### src/rtl/scorehand_pkg.sv
// Shared defaults and hand-state type for the sequential hand scorer.
package scorehand_pkg;

    localparam int unsigned DEF_MAX_CARDS   = 3;
    localparam int unsigned DEF_CARD_W      = 4;
    localparam int unsigned DEF_MAX_RANK    = 13;
    localparam int unsigned DEF_FACE_THRESH = 9;
    localparam int unsigned DEF_MODULUS     = 10;
    localparam int unsigned DEF_SCORE_W     = 4;

    typedef enum logic [1:0] {
        HAND_EMPTY,
        HAND_PARTIAL,
        HAND_FULL
    } hand_state_e;

endpackage

### src/rtl/scorehand_acc_card_value.sv
// Combinational card decoder: maps a card code to its score value and legality.
module card_value #(
    parameter int unsigned CARD_W      = 4,
    parameter int unsigned MAX_RANK    = 13,
    parameter int unsigned FACE_THRESH = 9,
    parameter int unsigned SCORE_W     = 4
) (
    input  logic [CARD_W-1:0]  card,
    output logic [SCORE_W-1:0] value,
    output logic               legal
);

    localparam logic [CARD_W-1:0] MaxRankC = CARD_W'(MAX_RANK);
    localparam logic [CARD_W-1:0] FaceC    = CARD_W'(FACE_THRESH);

    // Legal codes are 1..MAX_RANK; faces and illegal codes contribute nothing.
    always_comb begin
        legal = (card != '0) && (card <= MaxRankC);
        value = '0;
        if (legal && (card <= FaceC)) begin
            value = SCORE_W'(card);
        end
    end

endmodule

### src/rtl/scorehand_acc.sv
// Sequential hand scorer: accumulates cards over valid/ready, keeps a
// modulo running score, card count and status flags for the game controller.
module scorehand_acc
    import scorehand_pkg::*;
#(
    parameter int unsigned MAX_CARDS   = DEF_MAX_CARDS,
    parameter int unsigned CARD_W      = DEF_CARD_W,
    parameter int unsigned MAX_RANK    = DEF_MAX_RANK,
    parameter int unsigned FACE_THRESH = DEF_FACE_THRESH,
    parameter int unsigned MODULUS     = DEF_MODULUS,
    parameter int unsigned SCORE_W     = DEF_SCORE_W,
    parameter int unsigned CNT_W       = $clog2(MAX_CARDS + 1)
) (
    input  logic               slow_clock,
    input  logic               reset,
    input  logic               clear,
    input  logic               card_valid,
    input  logic [CARD_W-1:0]  card,
    output logic               card_ready,
    output logic [SCORE_W-1:0] score,
    output logic [CNT_W-1:0]   count,
    output logic               score_valid,
    output logic               full,
    output logic               natural,
    output logic               card_err
);

    // Parameter sanity, caught at elaboration.
    if (FACE_THRESH >= MODULUS) begin : g_chk_face
        $fatal(1, "scorehand_acc: FACE_THRESH must be below MODULUS");
    end
    if (64'(MODULUS) > (64'(1) << SCORE_W)) begin : g_chk_mod
        $fatal(1, "scorehand_acc: MODULUS does not fit SCORE_W");
    end
    if (MAX_CARDS < 2) begin : g_chk_cards
        $fatal(1, "scorehand_acc: MAX_CARDS must be at least 2");
    end

    localparam logic [CNT_W-1:0]   MaxC    = CNT_W'(MAX_CARDS);
    localparam logic [CNT_W-1:0]   TwoC    = CNT_W'(2);
    localparam logic [SCORE_W:0]   ModC    = (SCORE_W + 1)'(MODULUS);
    localparam logic [SCORE_W-1:0] NatMinC = SCORE_W'(MODULUS - 2);

    hand_state_e          state_q, state_d;
    logic [SCORE_W-1:0]   score_q, score_d;
    logic [CNT_W-1:0]     count_q, count_d;
    logic                 sv_q, sv_d;
    logic                 err_q, err_d;

    logic [SCORE_W-1:0]   value;
    logic                 legal;
    logic [SCORE_W:0]     sum;
    logic                 take;
    logic                 accept;

    card_value #(
        .CARD_W      (CARD_W),
        .MAX_RANK    (MAX_RANK),
        .FACE_THRESH (FACE_THRESH),
        .SCORE_W     (SCORE_W)
    ) u_card_value (
        .card  (card),
        .value (value),
        .legal (legal)
    );

    assign card_ready = (count_q < MaxC);
    assign take       = card_valid && card_ready;
    assign accept     = take && legal;
    // One extra bit so the wrap test sees the true sum before reduction.
    assign sum        = {1'b0, score_q} + {1'b0, value};

    // Datapath next-state: clear wins over the handshake and drops any card.
    always_comb begin
        score_d = score_q;
        count_d = count_q;
        sv_d    = 1'b0;
        err_d   = err_q;
        if (clear) begin
            score_d = '0;
            count_d = '0;
            err_d   = 1'b0;
        end else if (accept) begin
            score_d = (sum >= ModC) ? SCORE_W'(sum - ModC) : SCORE_W'(sum);
            count_d = count_q + CNT_W'(1);
            sv_d    = 1'b1;
        end else if (take) begin
            err_d   = 1'b1;
        end
    end

    // Hand-state transitions, tracking the count of accepted cards.
    always_comb begin
        state_d = state_q;
        if (clear) begin
            state_d = HAND_EMPTY;
        end else begin
            unique case (state_q)
                HAND_EMPTY, HAND_PARTIAL: begin
                    if (accept) begin
                        state_d = (count_q + CNT_W'(1) == MaxC) ? HAND_FULL : HAND_PARTIAL;
                    end
                end
                HAND_FULL: state_d = HAND_FULL;
                default:   state_d = HAND_EMPTY;
            endcase
        end
    end

    // State registers with synchronous reset.
    always_ff @(posedge slow_clock) begin
        if (reset) begin
            state_q <= HAND_EMPTY;
            score_q <= '0;
            count_q <= '0;
            sv_q    <= 1'b0;
            err_q   <= 1'b0;
        end else begin
            state_q <= state_d;
            score_q <= score_d;
            count_q <= count_d;
            sv_q    <= sv_d;
            err_q   <= err_d;
        end
    end

    assign score       = score_q;
    assign count       = count_q;
    assign score_valid = sv_q;
    assign card_err    = err_q;
    assign full        = (state_q == HAND_FULL);
    assign natural     = (count_q == TwoC) && (score_q >= NatMinC);

endmodule

### config.mk
export PLATFORM = sky130hd
export DESIGN_NAME = scorehand_acc
export DESIGN_NICKNAME = d
export VERILOG_FILES = /design/src/rtl/scorehand_pkg.sv /design/src/rtl/scorehand_acc_card_value.sv /design/src/rtl/scorehand_acc.sv
export SDC_FILE = /design/constraint.sdc
export NUM_CORES = 1
export LEC_CHECK = 0
export CAP_MARGIN = 30
export CORE_MARGIN = 3
export CORE_UTILIZATION = 35
export CTS_CLUSTER_DIAMETER = 60
export DETAILED_ROUTE_END_ITERATION = 8
export PLACE_DENSITY_LB_ADDON = 0.2
export SLEW_MARGIN = 20
export SYNTH_ARGS = -nofsm -noshare
export SYNTH_HDL_FRONTEND = slang
export SYNTH_SLANG_ARGS = --single-unit
### constraint.sdc
create_clock -name slow_clock -period 8.09 [get_ports slow_clock]
set_input_delay 1.618 -clock slow_clock [delete_from_list [all_inputs] [get_ports slow_clock]]
set_output_delay 1.618 -clock slow_clock [all_outputs]
set_load 0.02 [all_outputs]
## After elaboration in Yosys (flattened, before gate mapping)

Cells that the tools add are included.

- Word-level logic and storage cells: 35
- Output and inout bits: 11
- Register bits: 10
- Bits of input ports: 8

- Add/subtract/negate cells: 3
- Bitwise operators: 1
- Eq/ne operators: 5
- Mux-type cells: 6
- Reductions and logical operators: 10
- Order comparisons: 5

Operators with widths:

| cell | count |
|---|---|
| $le A4 B4 Y1 const B | 2 |
| $mux W4 | 2 |
| $eq A2 B2 Y1 const B | 3 |
| $add A4 B4 Y5 | 1 |
| $ge A5 B4 Y1 const B | 1 |
| $logic_and A1 B1 Y1 | 5 |
| $ge A4 B4 Y1 const B | 1 |
| $mux W2 | 2 |
| $pmux W2 S2 | 1 |
| $reduce_bool A4 Y1 | 1 |
| $reduce_or A2 Y1 | 2 |
| $sub A4 B4 Y4 const B | 1 |
| $add A2 B1 Y2 const B | 1 |
| $eq A2 B1 Y1 const B | 1 |
| $logic_not A2 Y1 | 1 |
| $lt A2 B2 Y1 const B | 1 |
| $ne A2 B2 Y1 const B | 1 |
| $reduce_and A2 Y1 | 1 |
| $mux W1 | 1 |
| $not A1 Y1 | 1 |

## Depth between registers and ports, before layout

- Depth in word-level cells: 7
- Depth in mapped cells: 11
- Depth with buffers taken out: 11

## Hierarchy

From an unflattened synthesis, not the netlist that was laid out.

- Cells, all modules: 83
- Area, all modules: 698.2 µm²

Modules (own cells, without submodules):

| module | times used | cells each | area an instance (µm²) | seq. area each (µm²) |
|---|---|---|---|---|
| scorehand_acc | 1 | 76 | 648.1 | 200.2 |
| card_value | 1 | 7 | 50.0 | 0.0 |

## Worst setup path before layout

OpenSTA, ideal clock, no wires.

- Path type: in2reg
- Start: input card[1]
- End: register score_q[1], in the netlist score[1]
- Arrival time: 3.651 ns
- Path slack: 4.377 ns
- Library setup time: 0.062 ns
- Path buffers: 0
- Data required time: 8.028 ns
- Cell stages on the path: 11
- Cell sequence: o21ai_0 and2_1 ha_1 fa_1 xor2_1 inv_1 ha_1 o221ai_1 and3_1 or4_1 nand3_1

- Cells in the longest elaborated chain, start to end: 7
- Elaborated cells on any way between the ends: 11
- Classes of those cells: add/sub (2); order compare (3); mux (2); reduce/logical (4)

RTL lines:

| what | line | RTL |
|---|---|---|
| start, declared | scorehand_acc.sv:18 | `input logic [CARD_W-1:0] card,` |
| $le A4 B4 Y1 / $reduce_bool A4 Y1 (equally long branches) | scorehand_acc_card_value.sv:18 | `legal = (card != '0) && (card <= MaxRankC);` |
| $logic_and A1 B1 Y1 | scorehand_acc_card_value.sv:18 |  |
| $logic_and A1 B1 Y1 | scorehand_acc_card_value.sv:20 | `if (legal && (card <= FaceC)) begin` |
| $mux W4 | scorehand_acc_card_value.sv:20 |  |
| $add A4 B4 Y5 | scorehand_acc.sv:71 | `assign sum = {1'b0, score_q} + {1'b0, value};` |
| $sub A4 B4 Y4 / $ge A5 B4 Y1 (equally long branches) | scorehand_acc.sv:84 | `score_d = (sum >= ModC) ? SCORE_W'(sum - ModC) : SCORE_W'(sum);` |
| $mux W4 | scorehand_acc.sv:84 |  |
| end signal, assigned | scorehand_acc.sv:120 | `score_q <= score_d;` |
| end, declared | scorehand_acc.sv:45 | `logic [SCORE_W-1:0] score_q, score_d;` |

Parallel ways exist; a longest one is shown, timed or not.
A chain may end at the register's enable or synchronous reset.

## Final worst setup path

- Start: input card[3]
- End: register score_q[2], in the netlist score[2]

Same word-level chain as after synthesis.

==> metrics.txt <==
Psw=~33 uW; CTS resizes=0; sw frac=26.45%; Remaining Overflow, GRT=0; Clock Path Buffers=2; Final Power=~120 uW; Setup Skew=~3.7 ps; CP Class=in2reg; CTS tree=built; CTS Buf Count=3; Gate Count Post-Synth=84; Clk network pwr share=roughly 36%; largest net degree at the start of global routing=11; FILL cells=about 190; syn nets=100; CTS hold repair buffers=0; port bufs=18; Comb pwr share=21.6%; initial antenna violation count=0; Post-Syn Area per Cell=8.297 sq um; DP HPWL=1.132 mm; WL/cell=11.53 microns; Tcrit/Tclk final=52.16%; IO Pins=19; required time of the critical path=8300 ps; clk_lat worst skew=~260 ps; Seq/Total Area, Yosys=28.73%; Yosys Warn Count=0; number of synthesized register bits=10; first-pass GRT wire length=between 2 and 2.5 mm; worst path arrival time=4430 ps; row cnt=15; Post-CTS Setup Inserts=0; RSZ-0062 raised after global routing=false; Total Nets Final=120; crit start category=input pin; Slew HR=between 70 and 80%; total iterations of the first detailed-routing run=4; Die X=50.62 microns; layout cells sized above 1=between 5 and 6%; Vert. Die Dim=approximately 50 microns; Flop pwr share=42.3%; Root Driver=clkbuf_4; Area Overhead vs Synth=32.68%; Pins Over Slew Limit=0; Period minus WS final=4220 ps; DRT Wirelength=between 1 and 1.5 mm; gpl congestion=between 0.7 and 0.8; core area=about 1800 sq um; CP max FO=7; Final Hold Vio Count=0; CTS Sinks=10; Final TNS setup=0 ps; Starting Density=38.68%; Netlist cell types=34; Worst Tran Pin Value=between 400 and 500 ps; commonest non-fill, non-tap cells in the layout=clkdlybuf4s50_1 (18), nor2_1 (10), dfxtp_1 (10); Hold Crit Class=reg2reg; PD cells=about 130 nW/um^2; Worst VDD drop=around 110 uV; dpl ws=between 3000 and 4000 ps; Internal=approximately 90 uW; final setup fails=0; design area=just over 900 sq um; vias per cell=~5; status=finished clean; vias in the first global route=slightly below 600; # H-tree levels=1; DRC viols=0; Die Area=2562 sq um; leakage power=~0.38 nW; drt initial violations=6; crit end category=flip-flop; All-Layer GR Usage=12.42%; Max Cap Viol=0; # diodes=0; total number of vias=approximately 640; Mapped Area=between 600 and 700 sq um; Worst-path clk slew=~70 ps; dpl cell area=between 800 and 900 sq um; commonest non-fill, non-tap cell in the layout=clkdlybuf4s50_1; post-route setup slack=~3900 ps; DRT antenna net count=0; fmax=237.0 MHz
[worst max-delay path, cell delays in order]
cell	delay (ps)
clkdlybuf4s50_1	560
o21ai_0	100
and2_1	160
ha_1	200
fa_1	400
xor2_1	190
inv_1	70
ha_1	220
o221ai_1	140
and3_1	200
or4_1	480
nand3_1	90
[state kept, by name (all words and copies together) (netlist names)]
| register | flops |
|---|---|
| state_q | 2 |
| score_valid | 1 |
| score | 4 |
| card_err | 1 |
| count | 2 |
[metal layers]
layer / global-route usage (%) / vias to the layer above / part of all wire (%)
li1: - / 342 / -
met3: 2.374 / 2 / 5.1
met4: 5.381 / 0 / 0.88
met1: 15.62 / 281 / 48
met2: 20.43 / 13 / 46
met5: 0 / - / 0
[cell families (layout without fill, tap and decap cells)]
group                      after synthesis  in the layout  share of synthesized area, %
AOI/OAI and AO/OA                       19             19                         19.93
xor gates and xnor gates                 2              2                         2.514
adders and majority gates                8              8                         15.44
buffers and inverters                   10             29                         6.642
DFF                                     10             10                         28.73
and+or+nand+nor                         35             35                         26.75
[cells in the mapped netlist]
cell type / count / share of area (%)
nand2_1: 4 / 2.2
buf_6: 1 / 1.6
buf_2: 1 / 0.72
xnor2_1: 1 / 1.3
or4_1: 2 / 2.2
xor2_1: 1 / 1.3
and2_1: 3 / 2.7
nand4_1: 1 / 0.90
a2111oi_2: 1 / 2.2
a31oi_1: 2 / 1.8
nor3_1: 1 / 0.72
and2b_1: 2 / 2.2
o2111ai_1: 1 / 1.3
o21a_1: 1 / 1.1
dfxtp_1: 10 / 29
nor2_1: 10 / 5.4
nor3b_1: 2 / 2.2
clkbuf_1: 1 / 0.54
fa_1: 1 / 2.9
a211oi_1: 4 / 4.3
inv_1: 7 / 3.8
or2b_1: 1 / 1.1
a311o_1: 1 / 1.4
a21o_1: 1 / 1.1
ha_1: 7 / 13
a211o_1: 1 / 1.3
nand3_1: 4 / 2.9
nand2b_1: 1 / 0.90
nor4_1: 1 / 0.90
a21oi_1: 4 / 2.9
or2_2: 1 / 0.90
o221ai_1: 1 / 1.3
o21ai_0: 2 / 1.4
and3_1: 2 / 1.8
[power by group through the flow]
| stage | combinational, mW | clock (mW) | sequential [mW] |
|---|---|---|---|
| 4_1_cts | 0.0269 | 0.0454 | 0.0522 |
| 3_3_place_gp | 0.0263 | 0 | 0.0533 |
| 6_report | 0.0266 | 0.0444 | 0.0522 |
| 3_5_place_dp | 0.0268 | 0 | 0.0533 |
| 5_1_grt | 0.0296 | 0.0475 | 0.0524 |
| 2_1_floorplan | 0.0159 | 0 | 0.0548 |
[worst paths after layout]
check	start	end	slack, ps	cells after the start
min	state_q[1]$_SDFFE_PP0P_	state_q[0]$_SDFFE_PP0P_	430	1
max	card[3]	score[2]$_SDFFE_PP0P_	3870	12
max reg2reg	score[0]$_SDFFE_PP0P_	score[2]$_SDFFE_PP0P_	5710	9
min reg2reg	state_q[1]$_SDFFE_PP0P_	state_q[0]$_SDFFE_PP0P_	430	1
[final cells by class]
cell class | instances | area [sq um] | area share, %
Multi-Input combinational cell | 64 | 450.4 | 48.71
Tap cell | 25 | 31.28 | 3.383
Sequential cell | 10 | 200.2 | 21.65
Timing Repair Buffer | 18 | 180.2 | 19.49
Clock buffer | 4 | 36.28 | 3.924
Inverter | 7 | 26.28 | 2.842
[stage by stage]
step / instances / hold WS (ps) / util (%)
2_1_floorplan: 84 / 408.7 / -
3_3_place_gp: 124 / 412.7 / 49.31
3_5_place_dp: 124 / 426.8 / 49.31
4_1_cts: 128 / 432.1 / 51.32
5_1_grt: 128 / 452.3 / 51.32
6_report: 128 / 429.1 / 51.32
(Power assumes the default switching activity.)
